## src/rtl/light_seq_pkg.sv

```systemverilog
// light_seq_pkg: shared definitions for the rotating one-hot light sequence
// (monitor and driver). Holds the FSM state encoding, the OFF position code
// and the successor rule of the rotation.
package light_seq_pkg;

    typedef enum logic [1:0] {
        ST_IDLE  = 2'd0,
        ST_TRACK = 2'd1,
        ST_FAULT = 2'd2
    } seq_state_e;

    localparam int POS_OFF = 0;

    // Legal successor of position p in a rotation of n lights:
    // OFF -> 1, k -> k+1, last light wraps to 1 (never back to OFF).
    function automatic int seq_succ(input int p, input int n);
        if (p >= n) begin
            return 1;
        end else begin
            return p + 1;
        end
    endfunction

endpackage

```

## src/rtl/light_onehot_decoder.sv

```systemverilog
// light_onehot_decoder: combinational decode of the light bus into a position
// index. All-zero gives OFF (0), a single bit k gives k+1, more than one lit
// bit is flagged as not legal (position value is then don't-care).
module light_onehot_decoder #(
    parameter int NUM_LIGHTS = 4,
    parameter int POS_W      = $clog2(NUM_LIGHTS + 1)
) (
    input  logic [NUM_LIGHTS-1:0] i_luces,
    output logic                  o_legal,
    output logic [POS_W-1:0]      o_pos
);

    // decode the lit bit to its 1-based index and flag multi-bit patterns
    always_comb begin
        o_pos   = {POS_W{1'b0}};
        o_legal = ($countones(i_luces) < 2);
        for (int i = 0; i < NUM_LIGHTS; i++) begin
            if (i_luces[i]) begin
                o_pos = POS_W'(i + 1);
            end else begin
                o_pos = o_pos;
            end
        end
    end

endmodule

```

## src/rtl/light_seq_monitor.sv

```systemverilog
// light_seq_monitor: receive-side checker for the rotating one-hot light
// sequence OFF,L1..Ln,L1,... Tracks the last accepted position, flags illegal
// steps with a one-cycle seq_err pulse and keeps saturating lap/fault counts.
// All outputs are registered, one cycle behind the qualified sample.
// Build option: define SEQMON_HOLD_TOL_EN to accept a repeated position in
// TRACK as a legal dwell; by default a repeat is a sequence fault.
module light_seq_monitor
    import light_seq_pkg::*;
#(
    parameter int NUM_LIGHTS = 4,
    parameter int CNT_W      = 8,
    parameter int POS_W      = $clog2(NUM_LIGHTS + 1)
) (
    input  logic                  clk,
    input  logic                  rst,
    input  logic                  sample_en,
    input  logic [NUM_LIGHTS-1:0] luces,
    output logic [POS_W-1:0]      pos,
    output logic                  locked,
    output logic                  seq_err,
    output logic [CNT_W-1:0]      lap_count,
    output logic [CNT_W-1:0]      err_count
);

`ifdef SEQMON_HOLD_TOL_EN
    localparam bit HOLD_TOL = 1'b1;
`else
    localparam bit HOLD_TOL = 1'b0;
`endif

    localparam logic [CNT_W-1:0] CNT_MAX = {CNT_W{1'b1}};

    seq_state_e         r_state;
    seq_state_e         w_state_nxt;
    logic [POS_W-1:0]   r_pos;
    logic [POS_W-1:0]   w_pos_nxt;
    logic               r_locked;
    logic               r_seq_err;
    logic [CNT_W-1:0]   r_lap_count;
    logic [CNT_W-1:0]   r_err_count;
    logic               w_legal;
    logic [POS_W-1:0]   w_dec;
    logic               w_fault_evt;
    logic               w_lap_evt;
    logic               w_is_succ;
    logic               w_is_repeat;

    light_onehot_decoder #(
        .NUM_LIGHTS (NUM_LIGHTS),
        .POS_W      (POS_W)
    ) u_decoder (
        .i_luces (luces),
        .o_legal (w_legal),
        .o_pos   (w_dec)
    );

    // classify the decoded sample relative to the last accepted position
    always_comb begin
        w_is_succ   = w_legal && (int'(w_dec) == seq_succ(int'(r_pos), NUM_LIGHTS));
        w_is_repeat = w_legal && (w_dec == r_pos);
    end

    // next-state, next-position and event decode; nothing moves unless sampled
    always_comb begin
        w_state_nxt = r_state;
        w_pos_nxt   = r_pos;
        w_fault_evt = 1'b0;
        w_lap_evt   = 1'b0;
        if (sample_en) begin
            case (r_state)
                ST_TRACK: begin
                    if (w_is_succ) begin
                        w_pos_nxt = w_dec;
                        w_lap_evt = (int'(w_dec) == NUM_LIGHTS);
                    end else if (HOLD_TOL && w_is_repeat) begin
                        w_pos_nxt = r_pos;
                    end else begin
                        w_state_nxt = ST_FAULT;
                        w_fault_evt = 1'b1;
                    end
                end
                ST_FAULT: begin
                    // recovery only through OFF or the first light; other
                    // patterns keep us here silently
                    if (w_legal && (int'(w_dec) <= 1)) begin
                        w_state_nxt = ST_TRACK;
                        w_pos_nxt   = w_dec;
                    end else begin
                        w_state_nxt = ST_FAULT;
                    end
                end
                default: begin
                    // IDLE, and the unused encoding behaves as IDLE
                    if (w_legal) begin
                        w_state_nxt = ST_TRACK;
                        w_pos_nxt   = w_dec;
                    end else begin
                        w_state_nxt = ST_FAULT;
                        w_fault_evt = 1'b1;
                    end
                end
            endcase
        end else begin
            w_state_nxt = r_state;
        end
    end

    // state, position, status flags and saturating counters
    always_ff @(posedge clk) begin
        if (!rst) begin
            r_state     <= ST_IDLE;
            r_pos       <= POS_W'(POS_OFF);
            r_locked    <= 1'b0;
            r_seq_err   <= 1'b0;
            r_lap_count <= {CNT_W{1'b0}};
            r_err_count <= {CNT_W{1'b0}};
        end else begin
            r_state   <= w_state_nxt;
            r_pos     <= w_pos_nxt;
            r_locked  <= (w_state_nxt == ST_TRACK);
            r_seq_err <= w_fault_evt;
            if (w_lap_evt && (r_lap_count != CNT_MAX)) begin
                r_lap_count <= r_lap_count + CNT_W'(1'b1);
            end
            if (w_fault_evt && (r_err_count != CNT_MAX)) begin
                r_err_count <= r_err_count + CNT_W'(1'b1);
            end
        end
    end

    assign pos       = r_pos;
    assign locked    = r_locked;
    assign seq_err   = r_seq_err;
    assign lap_count = r_lap_count;
    assign err_count = r_err_count;

endmodule

```

## config.mk

```make
export PLATFORM = sky130hd
export DESIGN_NAME = light_seq_monitor
export DESIGN_NICKNAME = d
export VERILOG_FILES = /design/src/rtl/light_seq_pkg.sv /design/src/rtl/light_onehot_decoder.sv /design/src/rtl/light_seq_monitor.sv
export SDC_FILE = /design/constraint.sdc
export NUM_CORES = 1
export LEC_CHECK = 0
export ABC_AREA = 0
export CORE_ASPECT_RATIO = 1.5
export CORE_UTILIZATION = 40
export DETAILED_ROUTE_END_ITERATION = 10
export GPL_TIMING_DRIVEN = 0
export PLACE_DENSITY = 0.67
export SYNTH_ARGS = -nofsm -noshare
export SYNTH_HDL_FRONTEND = slang
export SYNTH_SLANG_ARGS = --single-unit
```

## constraint.sdc

```tcl
create_clock -name clk -period 3 [get_ports clk]
set_input_delay 0.6 -clock clk [delete_from_list [all_inputs] [get_ports clk]]
set_output_delay 0.6 -clock clk [all_outputs]
set_load 0.01 [all_outputs]
```

## Yosys cells after proc, flatten, opt, wreduce, memory -nomap -nowiden

Cells that the tools add are included.

| word-level totals | value |
|---|---|
| register bits after elaboration | 23 |
| input port bits | 7 |
| output and inout port bits | 21 |
| word-level logic and storage cells | 51 |

| operators by class | value |
|---|---|
| add/subtract/negate cells | 6 |
| $lt $le $gt $ge | 3 |
| equality and inequality tests | 9 |
| multiplexer cells | 21 |
| reductions and logical operators | 6 |

Operators by type and width:

| operator | number |
|---|---|
| 32-bit adder | 1 |
| 4-bit by 32-bit equality test with 1-bit output | 1 |
| 32-bit by 3-bit less-than comparator with 1-bit output (second input constant) | 1 |
| 8-bit by 1-bit adder with 8-bit output (second input constant) | 2 |
| 8-bit inequality test (second input constant) | 2 |
| 2-bit 2-to-1 mux | 6 |
| 3-bit 2-to-1 mux | 4 |
| 1-bit 2-to-1 mux | 7 |
| 3-bit case mux with 2 select lines | 1 |
| 1-bit by 1-bit adder with 2-bit output | 2 |
| 3-bit by 1-bit adder with 4-bit output (second input constant) | 1 |
| 2-bit by 1-bit equality test with 1-bit output (second input constant) | 2 |
| 1-bit logical AND | 4 |
| 4-bit 2-to-1 mux | 1 |
| 2-bit inequality test (second input constant) | 2 |
| 2-bit case mux with 2 select lines | 1 |
| 4-bit AND reduction | 1 |
| 3-bit equality test (second input constant) | 1 |
| 3-bit >= comparator (second input constant) | 1 |
| 3-bit by 1-bit less-or-equal comparator with 1-bit output (second input constant) | 1 |
| 3-bit nonzero test | 1 |
| 2-bit equality test (second input constant) | 1 |
| 1-bit case mux with 2 select lines | 1 |

## Depth between registers and ports, before layout

| depth | value |
|---|---|
| depth after elaboration | 10 |
| depth in mapped cells | 10 |

## Modules after synthesis

A second synthesis with hierarchy kept.

| unflattened totals | value |
|---|---|
| cells, all modules | 176 |
| area, all modules | 1506.4 um2 |

Modules (own cells, without submodules):

| module | times used | cells each | area each (um2) | seq. area each (um2) |
|---|---|---|---|---|
| light_seq_monitor | 1 | 169 | 1437.6 | 460.4 |
| light_onehot_decoder | 1 | 7 | 68.8 | 0.0 |

## Worst setup path before layout

Ideal clock, no wire load.

| path | value |
|---|---|
| path type | input-to-reg |
| start point | in luces[1] |
| end point | reg r_err_count[5], in the netlist err_count[5] |
| library setup time | 70 ps |
| arrival time | 2666 ps |
| data required time | 2930 ps |
| setup slack | 264 ps |
| stages on the path | 9 |
| buffers on the path | 0 |
| cell sequence | inv_1 -> ha_1 -> nand2b_1 -> fa_1 -> a21boi_0 -> o221ai_1 -> a41o_1 -> or4_1 -> a21oi_1 |

| between the ends | value |
|---|---|
| cells in the longest elaborated chain, start to end | 9 |

Ends and longest elaborated chain:

| what | RTL line | source |
|---|---|---|
| start, declared | light_seq_monitor.sv:17 | `input logic [NUM_LIGHTS-1:0] luces,` |
| parallel branches: the longest is 6 deep, another holds 32-bit adder | - |  |
| 1-bit case mux with 2 select lines (*) | light_seq_monitor.sv:70 | `case (r_state)` |
| 1-bit 2-to-1 mux (*) | light_seq_monitor.sv:69 | `if (sample_en) begin` |
| 1-bit logical AND (*) | light_seq_monitor.sv:125 | `if (w_fault_evt && (r_err_count != CNT_MAX)) begin` |
| end signal, assigned | light_seq_monitor.sv:116 | `r_err_count <= {CNT_W{1'b0}};` |
| end signal, assigned | light_seq_monitor.sv:126 | `r_err_count <= r_err_count + CNT_W'(1'b1);` |
| end, declared | light_seq_monitor.sv:40 | `logic [CNT_W-1:0] r_err_count;` |

Mark *: on every way between the ends.
A chain may end at the register's enable or synchronous reset.

## Final worst setup path

| path | value |
|---|---|
| start point | in luces[2] |
| end point | reg r_err_count[7], in the netlist err_count[7] |

| between the ends | value |
|---|---|
| cells in the longest elaborated chain, start to end | 8 |

Ends and longest elaborated chain:

| what | RTL line | source |
|---|---|---|
| 1-bit by 1-bit adder with 2-bit output (implied by the code) or 2-bit 2-to-1 mux (tied branches) | light_onehot_decoder.sv:16, light_onehot_decoder.sv:18 |  |
| 32-bit adder (implied by the code) or 3-bit 2-to-1 mux (tied branches) | light_onehot_decoder.sv:16, light_onehot_decoder.sv:18 |  |
| 32-bit by 3-bit less-than comparator with 1-bit output or 4-bit by 32-bit equality test with 1-bit output (tied branches) | light_onehot_decoder.sv:16, light_seq_monitor.sv:59 |  |
| 1-bit logical AND | light_seq_monitor.sv:59 | `w_is_succ = w_legal && (int'(w_dec) == seq_succ(int'(r_pos), NUM_LIGHTS));` |
| 1-bit 2-to-1 mux | light_seq_monitor.sv:72 | `if (w_is_succ) begin` |
| 1-bit case mux with 2 select lines (*) | light_seq_monitor.sv:70 |  |
| 1-bit 2-to-1 mux (*) | light_seq_monitor.sv:69 |  |
| 1-bit logical AND (*) | light_seq_monitor.sv:125 |  |

Mark *: on every way between the ends. The rest lies on a longest branch, timed or not.

==> results.py <==
metrics = {
    "timing": {
        "period_share_pct": 95.82,
        "max_freq_mhz": 347.9,
        "skew_ns": 0.002394,
        "tightestPinTransition_ns": 0.4487,
        "relSlewSlack_pct": 70.08,
        "finalHoldViolCount": 0,
        "timing.final.crit_period_ns": 2.875,
        "finalSetupTns_ns": 0,
        "setup_viol": 0,
        "drv_slew": 0,
        "rsz0062_at_grt": "no",
    },
    "status": {
        "status": "completed",
    },
    "floorplanning": {
        "die_h_um": 73.38,
        "core-area_sq_um": 3191,
        "rows": 25,
        "io-pin-count": 28,
        "dieArea_sq_um": 3639,
        "fp.dieW_um": 49.59,
        "initial_core_util_pct": 42.59,
    },
    "finish": {
        "nets": 212,
        "n_antenna_cell": 0,
        "area_growth_syn_to_layout_pct": 27.44,
        "fin_area_sq_um": 1732,
        "layout-drive-gt1-share_pct": 7.216,
        "finish.utilization_pct": 54.27,
    },
    "placed_design": {
        "numPortBuffers": 27,
        "dp_hpwl_um": 2433,
        "placed_area_sq_um": 1679,
        "gp_congestion": 0.8344,
    },
    "synthesis": {
        "syn_nets": 179,
        "synth_ff_type": "dfxtp_1",
        "synthTopCellsByArea": "dfxtp_1, ha_1, a21oi_1",
        "synth_cells": 162,
        "async_reset_ff_share_pct": 0,
        "synth.top_cell.area_share_pct": 33.89,
        "ys_top_cells_by_count": "dfxtp_1, a21oi_1, inv_1",
        "syn_area_sq_um": 1359,
        "synth_seq_area_share_pct": 33.89,
        "yosysMostFrequentCell": "dfxtp_1",
        "avgSynthCellArea_sq_um": 8.388,
        "ys_types": 37,
        "yosysWarnings": 0,
        "yosys.area.top_type": "dfxtp_1",
        "synth_seq_cells": 23,
        "synth-edff-count": 0,
    },
    "run": {
        "cap_violations": 0,
    },
    "setup_path": {
        "cp.required_ns": 3.19,
        "crit_path_end_kind": "register",
        "critical_path_class": "input pin to register",
        "arrival_ns": 3.07,
        "cp-start-kind": "input pin",
        "critical_path.max_fanout": 6,
    },
    "drt": {
        "routed-via-count": 1344,
        "dr.first_iter.drc_count": 35,
        "ant_nets": 0,
        "wl_per_cell_um": 13.64,
        "vias_per_cell": 5.744,
        "drt-pass1-iter-count": 5,
        "wl_um": 3191,
        "drcViolationCount": 0,
    },
    "clocking": {
        "cts_tree": "done",
        "clkSinkCount": 23,
        "h-tree-depth": 1,
        "cts_buffer_depth": 2,
        "clk_pin_slew_ns": 0.08,
        "cts_buffers": 3,
        "root_buffer": "clkbuf_8",
        "clkLatencyLatePin_ns": 0.26,
    },
    "power": {
        "ir_drop_mv": 0.3110,
        "powerDensity_nw_per_um2": 407.5,
        "power.leakage_nw": 0.5734,
        "fin_total_pwr_uw": 705.6,
    },
    "worst_hold_path": {
        "hold_class": "register to register",
    },
    "grt": {
        "grt_pass1_wl_um": 5437,
        "first_global_vias": 1294,
        "antenna_found_initial": 0,
        "grt-ovfl-total": 0,
        "grt_max_degree": 13,
        "grt_util_all_layers_pct": 18.67,
    },
}
## final cells by class
class,count,area (sq um)
Buffer,5,28.78
Clock buffer,4,45.04
Fill cell,324,1459
Inverter,15,56.30
Multi-Input combinational cell,119,822.0
Sequential cell,23,460.4
Tap cell,40,50.05
Timing Repair Buffer,28,269.0
## final timing paths
| path | startpoint | to | slack, ns | depth (start not counted) |
|---|---|---|---|---|
| worst min-delay path | lap_count[5] | lap_count[5] | 0.50 | 2 |
| worst max-delay path | luces[2] | err_count[7] | 0.13 | 9 |
| worst max register to register | r_state[0] | err_count[7] | 0.76 | 7 |
| worst min register to register | lap_count[5] | lap_count[5] | 0.50 | 2 |
## state kept, by name, indices dropped and copies added, names as in the netlist
register   cells
err_count      8
lap_count      8
pos            3
r_state        2
locked         1
seq_err        1
## stage by stage
| step | worst slack, ns | instances | hold WS [ns] |
|---|---|---|---|
| after floorplan | 0.2639 | 162 | 0.4944 |
| after global placement | -0.5531 | 229 | 0.4815 |
| after detailed placement | -0.6129 | 229 | 0.4896 |
| after CTS | 0.002652 | 234 | 0.5034 |
| after global routing | 0.01850 | 234 | 0.5373 |
| final | 0.1255 | 234 | 0.5032 |
## cells by family (layout without fill, tap and decap cells)
logic type,after synthesis,after routing,synth area share (%)
AOI/OAI and AO/OA,46,46,22.19
muxes,1,1,0.7367
xor gates and xnor gates,4,4,2.579
adders and majority gates,10,10,9.761
and+or+nand+nor,58,58,24.86
DFF,23,23,33.89
buffers and inverters,20,52,5.985
## metal layers
| metal | vias up | part of all wire (%) | track usage [%] |
|---|---|---|---|
| li1 | 663 | - | - |
| met1 | 639 | 42 | 20.91 |
| met2 | 34 | 53 | 34.98 |
| met3 | 8 | 3.1 | 1.863 |
| met4 | 0 | 2.0 | 8.254 |
| met5 | - | 0 | 0 |
## what timing repair did
item,4_1_cts,5_1_grt
hold buffers,0,0
resized for setup,8,2
buffers inserted,1,0
endpoints found under the hold margin,0,0
pin swaps,6,1
endpoints found under the setup margin,20,13
## report_power, final
part	switching, mW	total [mW]	leakage [nW]	internal (mW)
registers	0.0123	0.332	0.186	0.320
logic	0.101	0.184	0.364	0.0832
clock network	0.0948	0.189	0.0228	0.0947
total	0.208	0.706	0.573	0.498
## placed cells by master, fill, tap and decap left out, types with 2 or more instances in the layout
cell / instances
dfxtp_1: 23
ha_1: 9
a21oi_1: 18
nand2b_1: 3
nor2b_1: 3
nor3_1: 2
nand2_1: 11
clkdlybuf4s50_1: 23
nand4_1: 4
or4_1: 9
nand3_1: 10
or3_1: 8
o21ai_0: 9
buf_2: 2
clkbuf_8: 3
inv_1: 15
nor2_1: 3
clkbuf_1: 3
o31ai_1: 9
dlygate4sd2_1: 3
xnor2_1: 3
## worst max-delay path: stages
cell	delay (ns)
dlygate4sd2_1	0.32
ha_1	0.32
nand2b_1	0.07
fa_1	0.49
a21boi_2	0.17
o221ai_1	0.13
a41o_2	0.30
or4_1	0.53
a21oi_1	0.14
No activity file was read; power rests on OpenSTA's default activity.
